**config.mk**
```make
export PLATFORM = sky130hd
export DESIGN_NAME = tdm_slot_scheduler
export DESIGN_NICKNAME = d
export VERILOG_FILES = /design/src/rtl/tdm_pkg.sv /design/src/rtl/tdm_src_buffer.sv /design/src/rtl/tdm_slot_scheduler.sv
export SDC_FILE = /design/constraint.sdc
export NUM_CORES = 1
export LEC_CHECK = 0
export BUFFER_PORTS_ARGS = -buffer_cell sky130_fd_sc_hd__buf_2
export CELL_PAD_IN_SITES_DETAIL_PLACEMENT = 0
export CELL_PAD_IN_SITES_GLOBAL_PLACEMENT = 1
export CORE_ASPECT_RATIO = 1.1
export CORE_MARGIN = 3
export CORE_UTILIZATION = 40
export CTS_BUF_LIST = sky130_fd_sc_hd__clkbuf_4
export DETAILED_ROUTE_END_ITERATION = 16
export GPL_ROUTABILITY_DRIVEN = 0
export PLACE_DENSITY_LB_ADDON = 0.1
export SLEW_MARGIN = 20
export SYNTH_ARGS = -nofsm -noshare
export SYNTH_HDL_FRONTEND = slang
export SYNTH_HIERARCHICAL = 1
export SYNTH_SLANG_ARGS = --single-unit
```
**constraint.sdc**
```tcl
create_clock -name in_mclk -period 3.14 [get_ports in_mclk]
set_input_delay 0.314 -clock in_mclk [delete_from_list [all_inputs] [get_ports in_mclk]]
set_output_delay 0.314 -clock in_mclk [all_outputs]
set_load 0.05 [all_outputs]
```
**src/rtl/tdm_pkg.sv**
```systemverilog
// Shared types and constants for the TDM slot scheduler: slot count and the
// per-slot {source, channel} selector carried in the runtime slot map.
package tdm_pkg;

  localparam int C_TDM_SLOTS = 8;
  localparam int C_SEL_W     = 3;
  localparam int C_MAP_W     = C_TDM_SLOTS * C_SEL_W;

  typedef struct packed {
    logic [1:0] src;
    logic       ch;   // 0 = left, 1 = right
  } slot_sel_t;

  // Extracts the selector for slot k from a packed slot map.
  function automatic slot_sel_t slot_sel(input logic [C_MAP_W-1:0] map, input int k);
    return slot_sel_t'(map[k*C_SEL_W +: C_SEL_W]);
  endfunction

endpackage

```
**src/rtl/tdm_src_buffer.sv**
```systemverilog
// One stereo source: latest left/right pair, fresh flag, and the sticky
// overrun/underrun status for that source.
module tdm_src_buffer #(
  parameter int G_BITS = 16
) (
  input  logic              in_mclk,
  input  logic              in_reset,
  input  logic              in_strobe,
  input  logic              in_tick,
  input  logic              in_clear,
  input  logic [G_BITS-1:0] in_left,
  input  logic [G_BITS-1:0] in_right,
  output logic [G_BITS-1:0] out_left,
  output logic [G_BITS-1:0] out_right,
  output logic              out_overrun,
  output logic              out_underrun
);

  logic fresh;
  logic set_overrun;
  logic set_underrun;

  // A capture landing on the tick is not an overrun: the tick consumes the
  // previous sample and the new one becomes fresh for the next frame.
  assign set_overrun  = in_strobe & fresh & ~in_tick;
  assign set_underrun = in_tick & ~fresh;

  // NOTE: state registers use non-blocking assignments so every register
  // samples the pre-edge values, independent of statement order.
  always_ff @(posedge in_mclk) begin
    if (in_reset) begin
      out_left     <= '0;
      out_right    <= '0;
      fresh        <= 1'b0;
      out_overrun  <= 1'b0;
      out_underrun <= 1'b0;
    end else begin
      if (in_strobe) begin
        out_left  <= in_left;
        out_right <= in_right;
      end
      fresh        <= in_strobe | (fresh & ~in_tick);
      // Set has priority over clear so an event coincident with a clear is kept.
      out_overrun  <= set_overrun  | (out_overrun  & ~in_clear);
      out_underrun <= set_underrun | (out_underrun & ~in_clear);
    end
  end

endmodule

```
**src/rtl/tdm_slot_scheduler.sv**
```systemverilog
// Frame timer, shadow slot map and output mux that assemble 8 TDM slot words
// from up to four stereo sources once per frame.
module tdm_slot_scheduler
  import tdm_pkg::*;
#(
  parameter int G_BITS      = 16,
  parameter int G_SOURCES   = 4,
  parameter int G_FRAME_DIV = 256
) (
  input  logic                          in_mclk,
  input  logic                          in_reset,
  input  logic [G_SOURCES*G_BITS-1:0]   in_frame_left,
  input  logic [G_SOURCES*G_BITS-1:0]   in_frame_right,
  input  logic [G_SOURCES-1:0]          in_frame_strobe,
  input  logic [C_MAP_W-1:0]            in_slot_map,
  input  logic [C_TDM_SLOTS-1:0]        in_slot_enable,
  input  logic                          in_clear_status,
  output logic [C_TDM_SLOTS*G_BITS-1:0] out_frames,
  output logic                          out_frame_strobe,
  output logic [G_SOURCES-1:0]          out_overrun,
  output logic [G_SOURCES-1:0]          out_underrun
);

  localparam int C_CNT_W = $clog2(G_FRAME_DIV);

  typedef logic [G_BITS-1:0] sample_t;

  logic [C_CNT_W-1:0]            count;
  logic                          tick;
  sample_t                       hold_l [G_SOURCES];
  sample_t                       hold_r [G_SOURCES];
  logic [C_MAP_W-1:0]            shadow_map;
  logic [C_TDM_SLOTS-1:0]        shadow_en;
  logic [C_MAP_W-1:0]            sel_map;
  logic [C_TDM_SLOTS-1:0]        sel_en;
  logic [C_TDM_SLOTS*G_BITS-1:0] frames_next;

  always_ff @(posedge in_mclk) begin
    if (in_reset)  count <= '0;
    else if (tick) count <= '0;
    else           count <= count + 1'b1;
  end

  assign tick = (count == C_CNT_W'(G_FRAME_DIV - 1));

  for (genvar s = 0; s < G_SOURCES; s++) begin : g_src
    tdm_src_buffer #(.G_BITS(G_BITS)) u_buf (
      .in_mclk      (in_mclk),
      .in_reset     (in_reset),
      .in_strobe    (in_frame_strobe[s]),
      .in_tick      (tick),
      .in_clear     (in_clear_status),
      .in_left      (in_frame_left[s*G_BITS +: G_BITS]),
      .in_right     (in_frame_right[s*G_BITS +: G_BITS]),
      .out_left     (hold_l[s]),
      .out_right    (hold_r[s]),
      .out_overrun  (out_overrun[s]),
      .out_underrun (out_underrun[s])
    );
  end

  // On the tick the live map is the one being shadowed, so it drives the mux
  // directly and a map change lands on the frame it is copied with.
  assign sel_map = tick ? in_slot_map    : shadow_map;
  assign sel_en  = tick ? in_slot_enable : shadow_en;

  // NOTE: every variable assigned in always_comb gets a default first so no
  // path leaves it unassigned and no latch is inferred.
  always_comb begin
    slot_sel_t sel;
    frames_next = '0;
    sel         = '0;
    for (int k = 0; k < C_TDM_SLOTS; k++) begin
      sel = slot_sel(sel_map, k);
      // Source indices with no instance never match and leave the word zero.
      for (int s = 0; s < G_SOURCES; s++) begin
        if (sel_en[k] && (int'(sel.src) == s)) begin
          frames_next[k*G_BITS +: G_BITS] = sel.ch ? hold_r[s] : hold_l[s];
        end
      end
    end
  end

  always_ff @(posedge in_mclk) begin
    if (in_reset) begin
      shadow_map       <= '0;
      shadow_en        <= '0;
      out_frames       <= '0;
      out_frame_strobe <= 1'b0;
    end else begin
      out_frame_strobe <= tick;
      if (tick) begin
        shadow_map <= in_slot_map;
        shadow_en  <= in_slot_enable;
        out_frames <= frames_next;
      end
    end
  end

endmodule

```
Word level (Yosys, flattened, before mapping)
Index checks and enable logic that the tools add are counted.
{ "classes": {"n_mul": 0, "n_div": 0, "magnitude_cmp": 0, "eq_ne": 25, "n_mux": 66, "shift": 0, "reduce_logical": 41, "bitwise": 42, "addsub": 1} }
{ "ops": {"columns": ["operator", "count"], "rows": [
  ["$mux 16", 64],
  ["$eq 2x2->1 const B", 16],
  ["$logic_and 1x1->1", 32],
  ["$and 1x1->1", 24],
  ["$mux 24", 1],
  ["$eq 2x1->1 const B", 8],
  ["$logic_not 2->1", 8],
  ["$or 1x1->1", 12],
  ["$add 8x1->8 const B", 1],
  ["$eq 8x8->1 const B", 1],
  ["$mux 8", 1],
  ["$not 1->1", 6],
  ["$reduce_or 2->1", 1]
]} }
{ "word_totals": {"elab_cells": 200, "reg_bits": 309, "mem_bits_ro": 0, "latchBits": 0, "ramBits": 0, "n_memories": 0} }

Logic depth before layout (Yosys ltp)
{ "depth": {"depth_word": 8, "mapped_depth": 12, "mapped_depth_nobuf": 10} }

Modules after synthesis
The synthesis kept the hierarchy.
{ "by_module_without_submodules": {"columns": ["module", "cells_per_inst", "instances", "area_each_um2"], "rows": [
  ["tdm_slot_scheduler", 2457, 1, 18891.9],
  ["tdm_src_buffer", 115, 4, 1310.0]
]} }

Worst setup path before layout
No wires, ideal clock.
{ "synth_path": {"path_kind": "register to register", "start": "register count[0]", "end": "register out_frames[48]", "setup_time_ps": 128, "t_arrival_ps": 2242, "path_stages_with_launch": 10, "path_slack_ps": 770, "period_less_slack_ps": 2370, "t_required_ps": 3012, "path_buffers": 2, "path_cell_list": "dfxtp_1 > ha_1 > and3_1 > buf_4 > nand2_8 > mux2i_1 > clkbuf_1 > mux2_2 > a221oi_2 > o21ai_1"} }
{ "synth_via": {"elab_chain_cells": 8, "word_cells_on_any_way": 19} }
{ "synth_rtl": {"columns": ["element", "line_no", "rtl"], "rows": [
  ["from (decl)", "tdm_slot_scheduler.sv:28", "logic [C_CNT_W-1:0] count;"],
  ["from (signal assigned)", "tdm_slot_scheduler.sv:41", "else count <= count + 1'b1;"],
  ["$eq 8x8->1 (*)", "tdm_slot_scheduler.sv:44", "assign tick = (count == C_CNT_W'(G_FRAME_DIV - 1));"],
  ["$mux 24", null, null],
  ["$logic_not 2->1", "tdm_slot_scheduler.sv:77", "if (sel_en[k] && (int'(sel.src) == s)) begin"],
  ["$logic_and 1x1->1", "tdm_slot_scheduler.sv:77", null],
  ["$mux 16 (4 in a row)", "tdm_slot_scheduler.sv:77", null],
  ["to (signal assigned)", "tdm_slot_scheduler.sv:95", "out_frames <= frames_next;"],
  ["to (decl)", "tdm_slot_scheduler.sv:18", "output logic [C_TDM_SLOTS*G_BITS-1:0] out_frames,"]
]} }
Mark *: on every way between the ends. The rest lies on a longest branch, timed or not.
A chain may end at the register's enable or synchronous reset.

Worst setup path in the final report
{ "layout_path": {"start": "register count[4]", "end": "register out_frames[125]"} }
Same word-level chain as after synthesis.

==> reports/qor.csv <==
stage;metric;value;unit
cts;clk sinks;309;
layout;fill cell count;5818;
layout;Design Area, Final;0.0287;mm^2
routing;drc violations;0;
global_route;grt total ovfl;0;
global_route;vias in the first global route;24900;
cts;TritonCTS clock tree;built;
job;# Max-Cap Violations;0;
sta;final hold slack;0.0955;ns
setup_path;largest fanout on the critical path;131;
global_route;initial antenna violation count;5;
setup_path;Crit path buffers/inverters;1;
global_route;largest net degree at the start of global routing;168;
synth;top post-synthesis cells by area;dfxtp_1 (26%), mux2i_1 (12%), mux2_2 (8.1%);
setup_path;CP Launch Type;flop;
routing;initial drt markers;3638;
synth;#FFs+latches synth;309;
placed_design;DP Cell Count;3748;
sta;max-slew violations;0;
floorplan;Chip Width;240;um
synth;compound-gate portion of the synthesized area;27.5;%
placed_design;Cell Area, Placed;0.0259;mm^2
setup_path;Worst EP required;3.82;ns
floorplan;# IOs;304;
power_and_ir_drop;IR drop worst, VDD;0.000247;V
setup_path;CP cell instances;and4_4 -> buf_16 -> a21oi_1 -> a311oi_1 -> o22ai_1 -> a221oi_1 -> o21ai_1;
power_and_ir_drop;leakage power;0.0109;uW
cts;post-CTS setup buffer count;0;
synth;Mapped Nets;3085;
sta;Achievable Freq;326;MHz
synth;Simple-Gate Fraction of Synth Area;18.2;%
cts;TritonCTS Buffers;89;
routing;post-route ant nets;0;
cts;Reg clk slew, reported paths;0.07;ns
cts;Max Buffers Root-to-Sink;3;
setup_path;cell at the slowest stage of the critical path;dfxtp_1;
global_route;gr usage total;38.0;%
layout;Seq. cell area;0.00619;mm^2
routing;vias;26500;
power_and_ir_drop;power per standard cell area;343;mW/mm^2
layout;share of layout cells above drive strength 1;26.3;%
floorplan;Die Ht;264;um
floorplan;total die area;0.0633;mm^2
setup_path;Setup CP Type;flop to flop;
power_and_ir_drop;Total Power;9850;uW
synth;Synth Cell Area;0.0241;mm^2
floorplan;core area;0.0591;mm^2
sta;final worst setup slack;0.0726;ns
sta;setup violators final;0;
layout;commonest non-fill, non-tap cell in the layout;nand2_1;
synth;async set-reset flop share out of synthesis;0;%
layout;area of the multi-input gates;0.0161;mm^2
synth;Post-synth EDFFs;0;
setup_path;CP endpoint kind;flop;
layout;commonest cells after routing, fill and taps aside;nand2_1 (361), dfxtp_1 (307), buf_2 (302);
synth;Post-Synth Adder-Cell Area;0.0518;%
routing;DRT Wirelength;126000;um
synth;synth warn;6;
cts;H-tree levels;3;
floorplan;Starting Density;40.8;%
setup_path;delay-heaviest family, CP;compound AO/OA/AOI/OAI gates;
synth;cell taking the most area after synthesis;dfxtp_1;
synth;sequential share of the synthesized area;25.6;%
placed_design;I/O Buffers;303;
layout;Nets;3408;
run_status;status;completed;
sta;Final Skew;0.0751;ns
floorplan;Rows;93;
sta;max_slew headroom;21.1;%
synth;post-synth top area share;25.6;%
synth;ys flop type;dfxtp_1;
sta;Tcrit/Tclk final;97.7;%
synth;XOR/XNOR Fraction of Synth Area;0.218;%
routing;Vias per Instance;6.51;
sta;Slew @ Worst Pin;1.18;ns
global_route;first-pass GRT wire length;177000;um
placed_design;post-DP HPWL;86700;um
setup_path;Max stage delay on crit path;0.51;ns
routing;1st-pass router iterations;7;
synth;post-synthesis cell type count;71;
sta;Fin. Hold Viols;0;
layout;Non-Filler Instances;4074;
sta;RSZ-0062 raised after global routing;no;
placed_design;pre-CTS setup slack;-0.000332;ns
cts;Clk Latency, worst-skew pair;0.89;ns
synth;mux cell area share after synthesis;20.1;%
synth;main combinational cell family by area after synthesis;compound AO/OA/AOI/OAI gates;
layout;area grow syn2layout;19.1;%
cts;CTS Root Cell;clkbuf_4;
synth;Syn Area/Cell;8.27;um^2
setup_path;crit path DAT;3.74;ns
hold_path;class of the worst hold path;input pin to flop;
synth;Post-Syn Instances;2917;
routing;drt wl/cell;30.8;um
sta;min Tclk post-route;3.07;ns
[cells in the mapped netlist (all sizes together), types with 3 or more instances]
cell type / instances
nand2: 364
dfxtp: 309
mux2i: 288
nand2b: 268
clkbuf: 214
a21oi: 176
mux2: 174
nor2: 156
a211oi: 134
a311oi: 131
buf: 124
o22ai: 107
o21ai: 93
a221oi: 63
o221ai: 48
nand3: 44
o221a: 36
a32o: 19
inv: 18
nor3: 17
dlymetal6s2s: 12
nor2b: 12
o31ai: 12
a31oi: 11
a41oi: 11
nand3b: 11
and3: 6
and2: 5
or3: 5
nor3b: 4
or3b: 4
or4b: 4
xnor2: 4
a211o: 3
a21o: 3
o21bai: 3
o31a: 3
[logic make-up (layout without fill, tap and decap cells)]
kind of cell	after synthesis	after routing
DFF	309	309
xor gates and xnor gates	6	6
AOI/OAI and AO/OA	862	863
buffers and inverters	368	759
muxes	462	462
adders and majority gates	1	1
other	0	5
and+or+nand+nor	909	909
[registers in the layout, indices dropped and copies added, names as in the netlist]
signal	count
g_src.u_buf/out_left	64
g_src.u_buf/fresh	4
count	8
g_src.u_buf/out_right	64
g_src.u_buf/out_underrun	4
shadow_en	8
out_frames	128
out_frame_strobe	1
g_src.u_buf/out_overrun	4
shadow_map	24
[cell type report]
| cell class | count | share of cell area [%] |
|---|---|---|
| diodes | 5 | 0.0435 |
| clock buffers | 117 | 3.06 |
| clock inverters | 43 | 0.840 |
| inverters | 18 | 0.244 |
| multi-input cells | 2241 | 55.9 |
| flip-flops and latches | 309 | 21.5 |
| well taps | 760 | 3.31 |
| repair buffers | 581 | 15.0 |
[path summary, 6_finish.rpt]
check                       from  depth (start not counted)  slack [ns]                               to
min           in_frame_strobe[1]                          4         0.1  g_src[1].u_buf/fresh$_SDFF_PP0_
max          count[4]$_SDFF_PP0_                          7        0.07     out_frames[125]$_SDFFE_PP0P_
max reg2reg  count[4]$_SDFF_PP0_                          7        0.07     out_frames[125]$_SDFFE_PP0P_
min reg2reg  count[0]$_SDFF_PP0_                          1        0.45              count[0]$_SDFF_PP0_
[worst reg2reg max path: cells and delay by family (launching register included)]
family / cells / cell delay, ns
AO/OA/AOI/OAI: 5 / 1.61
buffers and inverters: 1 / 0.38
flip-flops: 1 / 0.51
AND/OR/NAND/NOR: 1 / 0.37
[power breakdown]
part / leakage (uW) / internal, uW / switching [uW]
Combinational: 0.00769 / 676 / 703
Sequential: 0.00252 / 4030 / 537
Clock: 0.000666 / 1920 / 1980
[metal layers]
metal	routed length [um]	vias to the layer above	GRT usage [%]
met4	8110	0	22.9
met5	0	-	0
met2	54700	1809	57.4
met3	14300	433	10.3
li1	-	11600	-
met1	48500	12700	48.1
[stage by stage]
step,util (%),TNS [ns]
after CTS,48.5,0
after floorplan,-,0
after detailed placement,43.9,-0.000332
after global routing,48.6,0
after global placement,43.9,-0.00591
final,48.6,0
[repair_timing]
action | CTS | global route
hold buffers | 157 | 0
gates resized for setup | 3 | 4
hold endpoints to repair | 181 | 0
setup endpoints to repair | 2 | 3
pin swaps | 1 | 0
cloned | 1 | 1
Note: power is estimated with default switching activity, not from simulation.
